==> config.mk <==
export PLATFORM = sky130hd
export DESIGN_NAME = ysyx_22051013_lsu_flat
export DESIGN_NICKNAME = d
export VERILOG_FILES = /design/src/rtl/ysyx_22051013_lsu_pkg.sv /design/src/rtl/ysyx_22051013_lsu_if.sv /design/src/rtl/ysyx_22051013_lsu_align.sv /design/src/rtl/ysyx_22051013_lsu.sv /design/src/flat_wrapper.sv
export SDC_FILE = /design/constraint.sdc
export NUM_CORES = 1
export LEC_CHECK = 0
export ABC_CLOCK_PERIOD_IN_PS = 3400
export CORE_AREA = 2 2 267 269
export DETAILED_ROUTE_END_ITERATION = 8
export DIE_AREA = 0 0 269 271
export GPL_ROUTABILITY_DRIVEN = 0
export HOLD_SLACK_MARGIN = 0.03
export PLACE_DENSITY_LB_ADDON = 0.08
export SKIP_LAST_GASP = 1
export SLEW_MARGIN = 20
export SYNTH_ARGS = -nofsm -noshare
export SYNTH_HDL_FRONTEND = slang
export SYNTH_SLANG_ARGS = --single-unit
export TNS_END_PERCENT = 1
==> constraint.sdc <==
create_clock -name clk -period 3.4 [get_ports clk]
set_input_delay 0.85 -clock clk [delete_from_list [all_inputs] [get_ports clk]]
set_output_delay 0.85 -clock clk [all_outputs]
set_load 0.01 [all_outputs]
==> src/rtl/ysyx_22051013_lsu_pkg.sv <==
// Shared encodings and widths for the pip_cpu load/store unit.
// Holds memory size codes, write-back selects and LSU FSM states.
package ysyx_22051013_lsu_pkg;

  localparam int XLEN    = 64;
  localparam int ILEN    = 32;
  localparam int RADDR_W = 5;

  localparam int DATA    = XLEN;
  localparam int PC      = XLEN;
  localparam int INST    = ILEN;
  localparam int REGADDR = RADDR_W;

  typedef enum logic [1:0] {
    SZ_B = 2'b00,
    SZ_H = 2'b01,
    SZ_W = 2'b10,
    SZ_D = 2'b11
  } size_e;

  localparam logic [1:0] WB_LOAD = 2'b01;
  localparam logic [1:0] WB_EXU  = 2'b10;

  typedef enum logic [1:0] {
    S_IDLE = 2'b00,
    S_REQ  = 2'b01,
    S_WAIT = 2'b10,
    S_OUT  = 2'b11
  } state_e;

  function automatic logic [7:0] size_mask(size_e s);
    logic [7:0] m;
    m = 8'h01;
    unique case (s)
      SZ_B: m = 8'h01;
      SZ_H: m = 8'h03;
      SZ_W: m = 8'h0F;
      SZ_D: m = 8'hFF;
    endcase
    return m;
  endfunction

endpackage

==> src/rtl/ysyx_22051013_lsu_if.sv <==
// Data-memory bus: single-outstanding req/gnt request channel
// plus an rvalid-qualified read response.
interface ysyx_22051013_lsu_if #(
  parameter int XLEN = 64
);

  logic            dmem_req;
  logic            dmem_we;
  logic [XLEN-1:0] dmem_addr;
  logic [XLEN-1:0] dmem_wdata;
  logic [7:0]      dmem_wstrb;
  logic            dmem_gnt;
  logic            dmem_rvalid;
  logic [XLEN-1:0] dmem_rdata;

  modport master (
    output dmem_req,
    output dmem_we,
    output dmem_addr,
    output dmem_wdata,
    output dmem_wstrb,
    input  dmem_gnt,
    input  dmem_rvalid,
    input  dmem_rdata
  );

  modport slave (
    input  dmem_req,
    input  dmem_we,
    input  dmem_addr,
    input  dmem_wdata,
    input  dmem_wstrb,
    output dmem_gnt,
    output dmem_rvalid,
    output dmem_rdata
  );

endinterface

==> src/rtl/ysyx_22051013_lsu_align.sv <==
// Byte-lane steering for the LSU: store strobes/data, load
// extraction with sign/zero extension, and misalignment detect.
module ysyx_22051013_lsu_align
  import ysyx_22051013_lsu_pkg::*;
#(
  parameter int XLEN = 64
) (
  input  logic [2:0]      off,
  input  size_e           size,
  input  logic            uns,
  input  logic [XLEN-1:0] st_data,
  input  logic [XLEN-1:0] rdata,
  output logic [7:0]      wstrb,
  output logic [XLEN-1:0] wdata,
  output logic [XLEN-1:0] ld_data,
  output logic            misalign
);

  logic [5:0]      sh;
  logic [XLEN-1:0] lane;

  assign sh    = {off, 3'b000};
  assign wstrb = size_mask(size) << off;
  assign wdata = st_data << sh;
  assign lane  = rdata >> sh;

  always_comb begin
    misalign = 1'b0;
    ld_data  = lane;
    unique case (size)
      SZ_B: begin
        ld_data = {{(XLEN-8){~uns & lane[7]}}, lane[7:0]};
      end
      SZ_H: begin
        misalign = off[0];
        ld_data  = {{(XLEN-16){~uns & lane[15]}}, lane[15:0]};
      end
      SZ_W: begin
        misalign = |off[1:0];
        ld_data  = {{(XLEN-32){~uns & lane[31]}}, lane[31:0]};
      end
      SZ_D: begin
        misalign = |off;
        ld_data  = lane;
      end
    endcase
  end

endmodule

==> src/rtl/ysyx_22051013_lsu.sv <==
// Memory-access stage of pip_cpu: takes EXU bundles, runs one
// data-memory transaction at a time, hands results to WBU.
module ysyx_22051013_lsu
  import ysyx_22051013_lsu_pkg::*;
#(
  parameter int XLEN    = 64,
  parameter int ILEN    = 32,
  parameter int RADDR_W = 5
) (
  input  logic               clk,
  input  logic               rst,
  input  logic               ex_valid,
  output logic               ls_ready,
  input  logic [XLEN-1:0]    exu_res,
  input  logic [XLEN-1:0]    st_data,
  input  logic               mem_rd,
  input  logic               mem_wr,
  input  logic [1:0]         mem_size,
  input  logic               mem_uns,
  input  logic [1:0]         wb_ctl_i,
  input  logic               rd_ena_i,
  input  logic [RADDR_W-1:0] rd_addr_i,
  input  logic [XLEN-1:0]    pc_i,
  input  logic [ILEN-1:0]    inst_i,
  ysyx_22051013_lsu_if.master bus,
  output logic               ls_valid,
  input  logic               wb_ready,
  output logic [XLEN-1:0]    ls_rd_data,
  output logic [XLEN-1:0]    exu_res_o,
  output logic [1:0]         wb_ctl_o,
  output logic               rd_ena_o,
  output logic [RADDR_W-1:0] rd_addr_o,
  output logic [XLEN-1:0]    pc_o,
  output logic [ILEN-1:0]    inst_o,
  output logic               ls_misalign
);

  state_e          state;
  state_e          state_nx;
  logic            in_wait;
  logic            accept;
  logic            is_mem;
  logic            is_st;
  logic            mis;
  logic            go_bus;

  logic [2:0]      a_off;
  size_e           a_size;
  logic            a_uns;
  logic [7:0]      a_wstrb;
  logic [XLEN-1:0] a_wdata;
  logic [XLEN-1:0] a_ld;
  logic            a_mis;

  size_e           size_q;
  logic            uns_q;
  logic            we_q;
  logic [7:0]      wstrb_q;
  logic [XLEN-1:0] wdata_q;

  // Aligner sees the incoming bundle, except in WAIT where it
  // extracts load data using the latched offset and size.
  assign in_wait = (state == S_WAIT);
  assign a_off   = in_wait ? exu_res_o[2:0] : exu_res[2:0];
  assign a_size  = in_wait ? size_q : size_e'(mem_size);
  assign a_uns   = in_wait ? uns_q : mem_uns;

  ysyx_22051013_lsu_align #(
    .XLEN(XLEN)
  ) u_align (
    .off     (a_off),
    .size    (a_size),
    .uns     (a_uns),
    .st_data (st_data),
    .rdata   (bus.dmem_rdata),
    .wstrb   (a_wstrb),
    .wdata   (a_wdata),
    .ld_data (a_ld),
    .misalign(a_mis)
  );

  assign is_mem   = mem_rd | mem_wr;
  assign is_st    = mem_wr & ~mem_rd;
  assign mis      = is_mem & a_mis;
  assign ls_valid = (state == S_OUT);
  assign ls_ready = (state == S_IDLE) | (ls_valid & wb_ready);
  assign accept   = ex_valid & ls_ready;
  assign go_bus   = accept & is_mem & ~mis;

  assign bus.dmem_req   = (state == S_REQ);
  assign bus.dmem_we    = we_q;
  assign bus.dmem_addr  = {exu_res_o[XLEN-1:3], 3'b000};
  assign bus.dmem_wdata = wdata_q;
  assign bus.dmem_wstrb = wstrb_q;

  always_comb begin
    state_nx = state;
    unique case (state)
      S_IDLE, S_OUT: begin
        if (accept)
          state_nx = go_bus ? S_REQ : S_OUT;
        else if (ls_valid && wb_ready)
          state_nx = S_IDLE;
      end
      S_REQ: begin
        if (bus.dmem_gnt)
          state_nx = we_q ? S_OUT : S_WAIT;
      end
      S_WAIT: begin
        if (bus.dmem_rvalid)
          state_nx = S_OUT;
      end
    endcase
  end

  always_ff @(posedge clk or negedge rst) begin
    if (!rst) begin
      state       <= S_IDLE;
      exu_res_o   <= '0;
      wb_ctl_o    <= '0;
      rd_ena_o    <= 1'b0;
      rd_addr_o   <= '0;
      pc_o        <= '0;
      inst_o      <= '0;
      ls_misalign <= 1'b0;
      ls_rd_data  <= '0;
      size_q      <= SZ_B;
      uns_q       <= 1'b0;
      we_q        <= 1'b0;
      wstrb_q     <= '0;
      wdata_q     <= '0;
    end else begin
      state <= state_nx;
      if (accept) begin
        exu_res_o   <= exu_res;
        wb_ctl_o    <= wb_ctl_i;
        rd_ena_o    <= rd_ena_i & ~mis;
        rd_addr_o   <= rd_addr_i;
        pc_o        <= pc_i;
        inst_o      <= inst_i;
        ls_misalign <= mis;
        ls_rd_data  <= '0;
        size_q      <= size_e'(mem_size);
        uns_q       <= mem_uns;
        we_q        <= go_bus & is_st;
        wstrb_q     <= (go_bus & is_st) ? a_wstrb : '0;
        wdata_q     <= (go_bus & is_st) ? a_wdata : '0;
      end else if (in_wait && bus.dmem_rvalid) begin
        ls_rd_data <= a_ld;
      end
    end
  end

endmodule

==> src/flat_wrapper.sv <==
// flat-port wrapper written by rule: the top's interface ports become plain ports
module ysyx_22051013_lsu_flat import ysyx_22051013_lsu_pkg::*;
#(
  parameter int XLEN    = 64,
  parameter int ILEN    = 32,
  parameter int RADDR_W = 5
)
  (clk, rst, ex_valid, ls_ready, exu_res, st_data, mem_rd, mem_wr, mem_size, mem_uns, wb_ctl_i, rd_ena_i, rd_addr_i, pc_i, inst_i, ls_valid, wb_ready, ls_rd_data, exu_res_o, wb_ctl_o, rd_ena_o, rd_addr_o, pc_o, inst_o, ls_misalign, bus_dmem_req, bus_dmem_we, bus_dmem_addr, bus_dmem_wdata, bus_dmem_wstrb, bus_dmem_gnt, bus_dmem_rvalid, bus_dmem_rdata);
  ysyx_22051013_lsu_if #(.XLEN(XLEN)) bus_i ();
  input  logic clk;
  input  logic rst;
  input  logic ex_valid;
  output logic ls_ready;
  input  logic [XLEN-1:0] exu_res;
  input  logic [XLEN-1:0] st_data;
  input  logic mem_rd;
  input  logic mem_wr;
  input  logic [1:0] mem_size;
  input  logic mem_uns;
  input  logic [1:0] wb_ctl_i;
  input  logic rd_ena_i;
  input  logic [RADDR_W-1:0] rd_addr_i;
  input  logic [XLEN-1:0] pc_i;
  input  logic [ILEN-1:0] inst_i;
  output logic ls_valid;
  input  logic wb_ready;
  output logic [XLEN-1:0] ls_rd_data;
  output logic [XLEN-1:0] exu_res_o;
  output logic [1:0] wb_ctl_o;
  output logic rd_ena_o;
  output logic [RADDR_W-1:0] rd_addr_o;
  output logic [XLEN-1:0] pc_o;
  output logic [ILEN-1:0] inst_o;
  output logic ls_misalign;
  output wire logic [$bits(bus_i.dmem_req)-1:0] bus_dmem_req;
  output wire logic [$bits(bus_i.dmem_we)-1:0] bus_dmem_we;
  output wire logic [$bits(bus_i.dmem_addr)-1:0] bus_dmem_addr;
  output wire logic [$bits(bus_i.dmem_wdata)-1:0] bus_dmem_wdata;
  output wire logic [$bits(bus_i.dmem_wstrb)-1:0] bus_dmem_wstrb;
  input wire logic [$bits(bus_i.dmem_gnt)-1:0] bus_dmem_gnt;
  input wire logic [$bits(bus_i.dmem_rvalid)-1:0] bus_dmem_rvalid;
  input wire logic [$bits(bus_i.dmem_rdata)-1:0] bus_dmem_rdata;
  assign bus_dmem_req = bus_i.dmem_req;
  assign bus_dmem_we = bus_i.dmem_we;
  assign bus_dmem_addr = bus_i.dmem_addr;
  assign bus_dmem_wdata = bus_i.dmem_wdata;
  assign bus_dmem_wstrb = bus_i.dmem_wstrb;
  assign bus_i.dmem_gnt = bus_dmem_gnt;
  assign bus_i.dmem_rvalid = bus_dmem_rvalid;
  assign bus_i.dmem_rdata = bus_dmem_rdata;
  ysyx_22051013_lsu #(.XLEN(XLEN), .ILEN(ILEN), .RADDR_W(RADDR_W)) u_core (.clk(clk), .rst(rst), .ex_valid(ex_valid), .ls_ready(ls_ready), .exu_res(exu_res), .st_data(st_data), .mem_rd(mem_rd), .mem_wr(mem_wr), .mem_size(mem_size), .mem_uns(mem_uns), .wb_ctl_i(wb_ctl_i), .rd_ena_i(rd_ena_i), .rd_addr_i(rd_addr_i), .pc_i(pc_i), .inst_i(inst_i), .bus(bus_i), .ls_valid(ls_valid), .wb_ready(wb_ready), .ls_rd_data(ls_rd_data), .exu_res_o(exu_res_o), .wb_ctl_o(wb_ctl_o), .rd_ena_o(rd_ena_o), .rd_addr_o(rd_addr_o), .pc_o(pc_o), .inst_o(inst_o), .ls_misalign(ls_misalign));
endmodule
==> flow_metrics.py <==
metrics = {
    "sta": {
        "min_period_over_period_pct": 89.94,
        "rsz0062_at_grt": "no",
        "setup_ws_ns": 0.3421,
        "maxSlewHeadroom_pct": 35.20,
        "period_needed_ns": 3.058,
        "hold_violations": 0,
        "setup_viol": 0,
        "fmax_mhz": 327.0,
        "clock_skew_ns": 0.01438,
        "maxSlewViolCount": 0,
        "worst_slew_pin_slew_ns": 0.9720,
    },
    "logic_synthesis": {
        "yosys_most_used_dff": "dfrtp_1",
        "synthArstFlopShare_pct": 100.0,
        "netlist_instances": 1787,
        "ys_types": 51,
        "synth_edf_count": 0,
        "synthesis.area_mm2": 0.01554,
        "synth_seq_cells": 311,
        "yosysWarnings": 0,
        "avgSynthCellArea_um2": 8.695,
        "seq_area_frac_synth_pct": 50.09,
    },
    "global_routing": {
        "grt_pass1_wl_mm": 109.9,
        "grt_max_degree": 173,
        "antenna_found_initial": 16,
        "grt_overflow": 0,
        "grt_pass1_vias": 15350,
        "track_usage_pct": 20.29,
    },
    "cts": {
        "clock_latency_ns": 0.57,
        "htree_levels": 2,
        "numCtsBuffers": 43,
        "clock-sinks": 311,
        "clockBufferDepth": 3,
        "path_clk_slew_ns": 0.06,
        "cts_root_buf": "clkbuf_16",
        "tritoncts": "done",
        "cts_resized": 0,
        "hold_buffers": 0,
        "cts_setup_buffers": 0,
    },
    "pwr": {
        "switching_share_pct": 42.01,
        "netSwitchingPower_mw": 10.12,
        "p_seq_share_pct": 26.0,
        "combinationalPowerShare_pct": 55.7,
        "p_int_mw": 13.96,
        "p_leak_nw": 11.04,
        "p_per_area_mw_per_mm2": 976.5,
        "peakVddDrop_uv": 459.0,
        "clkPwrFrac_pct": 18.2,
    },
    "critical_path": {
        "cp_max_fo": 3,
        "crit_path_end_kind": "output port",
        "cp.arrival_ns": 2.21,
        "r2r_slack_ns": 0.40,
        "start_kind": "primary input",
        "critPathKind": "primary input to output port",
        "crit_required_ns": 2.55,
    },
    "place": {
        "placed_area_mm2": 0.02329,
        "dp_hpwl_mm": 57.66,
        "portBuffers": 676,
        "post-place-ws_ns": -0.03837,
    },
    "outcome": {
        "status": "finished clean",
    },
    "die": {
        "die-area_mm2": 0.07290,
        "ios": 680,
        "core_mm2": 0.06979,
        "die_y_um": 271,
        "rows": 97,
        "initial_core_util_pct": 22.26,
        "die_w_um": 269,
    },
    "routing": {
        "vias_per_cell": 4.534,
        "drc": 0,
        "drt_iter0_drc": 926,
        "first_pass_iters": 8,
        "wl_per_cell_um": 22.64,
        "antenna_left": 0,
        "wirelength_mm": 76.34,
        "num_vias": 15290,
    },
    "cells_and_area": {
        "syn_to_final_growth_pct": 58.70,
        "fillCellCount": 7222,
        "drive_above_1_share_pct": 7.711,
        "stdcell_area_mm2": 0.02466,
        "nets": 2708,
    },
    "hold_path": {
        "min_path_type": "primary input to async pin",
    },
    "job": {
        "cap_violations": 0,
    },
}
==> power by group through the flow <==
stage	clock, mW	combinational [mW]	sequential, mW
after global routing	4.70	14.5	6.48
after floorplan	0	6.14	6.76
after detailed placement	0	13.5	6.35
after global placement	0	13.5	6.31
after CTS	4.58	13.6	6.30
final	4.39	13.4	6.27
==> metrics by stage <==
step / std cells / power (mW) / setup TNS, ns / util (%) / hold WS (ns)
global route: 3367 / 25.73 / 0 / 35.32 / 0.2731
detailed placement: 3292 / 19.90 / -0.07921 / 33.37 / 0.4607
floorplan: 1789 / 12.90 / 0 / - / 0.4859
global placement: 3292 / 19.79 / -0.01182 / 33.37 / 0.4574
finish: 3372 / 24.08 / 0 / 35.33 / 0.2433
CTS: 3365 / 24.45 / 0 / 35.31 / 0.2839
==> synthesized netlist by cell type, types with 11 or more instances <==
library cell / number / share of area [%]
a211oi_1: 11 / 0.53
buf_4: 65 / 3.1
and3_1: 13 / 0.52
dfrtp_1: 311 / 50
a21oi_1: 38 / 1.2
a22o_1: 35 / 2.0
a221oi_1: 19 / 1.1
a31oi_1: 30 / 1.2
mux4_2: 11 / 1.6
mux2_2: 23 / 1.7
nor2_1: 51 / 1.2
nand3_1: 28 / 0.90
nand2_1: 734 / 18
buf_1: 12 / 0.29
o21ai_0: 76 / 2.4
buf_2: 33 / 1.1
clkbuf_1: 73 / 1.8
mux2i_1: 69 / 4.4
nor3_1: 15 / 0.48
o21ai_1: 40 / 1.3
==> worst max-delay path, cell delays in order <==
cell             delay (ns)
clkdlybuf4s50_1        0.48
a21o_1                 0.21
clkdlybuf4s50_1        0.67
==> flip-flops by register name (all words and copies together) (netlist names) <==
name	cells
u_core.rd_ena_o	1
u_core.pc_o	64
u_core.size_q	2
u_core.wb_ctl_o	2
u_core.bus.dmem_wdata	64
u_core.exu_res_o	64
u_core.state	2
u_core.inst_o	32
u_core.ls_misalign	1
u_core.rd_addr_o	5
u_core.ls_rd_data	64
u_core.bus.dmem_wstrb	8
u_core.bus.dmem_we	1
u_core.uns_q	1
==> worst paths after layout <==
path / from / to / depth (start not counted)
min: rst / u_core.ls_rd_data[26] / 1
max in group asynchronous: rst / u_core.exu_res_o[14] / 3
max: wb_ready / ls_ready / 3
max reg2reg: u_core.state[0] / u_core.ls_rd_data[13] / 10
min in group clk: u_core.inst_o[13] / u_core.inst_o[13] / 2
min reg2reg: u_core.inst_o[13] / u_core.inst_o[13] / 2
==> logic make-up (layout without fill, tap and decap cells) <==
family / after synthesis / after routing / share of synthesized area [%]
simple gates: 857 / 857 / 21.53
compound gates: 318 / 318 / 13.47
flops: 311 / 311 / 50.09
buf+inv: 189 / 825 / 6.450
mux: 107 / 107 / 8.117
fa+ha+maj: 4 / 4 / 0.3221
other cells: 1 / 10 / 0.02414
==> cell type report <==
| type | instances | area, um^2 | area share, % |
|---|---|---|---|
| Multi-Input combinational cell | 1289 | 6820 | 27.66 |
| Timing Repair Buffer | 747 | 7492 | 30.39 |
| Clock inverter | 11 | 101.3 | 0.4110 |
| Sequential cell | 311 | 7782 | 31.56 |
| Clock buffer | 62 | 1249 | 5.064 |
| Antenna cell | 7 | 17.52 | 0.07104 |
| Tap cell | 940 | 1176 | 4.770 |
| Inverter | 5 | 18.77 | 0.07612 |
==> routing by layer <==
metal  global-route usage (%)  wire length [um]  vias to the layer above
li1                         -                 -                     7192
met1                    24.35             30280                     7366
met2                    33.97             36650                      598
met3                    7.136              7199                      114
met4                    5.906              2089                       18
met5                        0               115                        -
==> layout by cell type, fill, tap and decap left out, drive strengths merged, types with 6 or more instances in the layout <==
cell,count
o22ai,9
nor3,15
diode,7
dfrtp,311
buf,72
a211oi,11
and3,13
inv,6
nor2,54
o21ai,117
mux4,11
nand3,28
a22o,35
clkdlybuf4s50,675
a22oi,11
a32oi,7
a31oi,30
o21a,10
and2,9
a21oi,38
clkinv,8
clkbuf,62
mux2,23
a221oi,19
nand2,735
mux2i,73
a2bb2oi,7
a311oi,8
(Power assumes the default switching activity.)
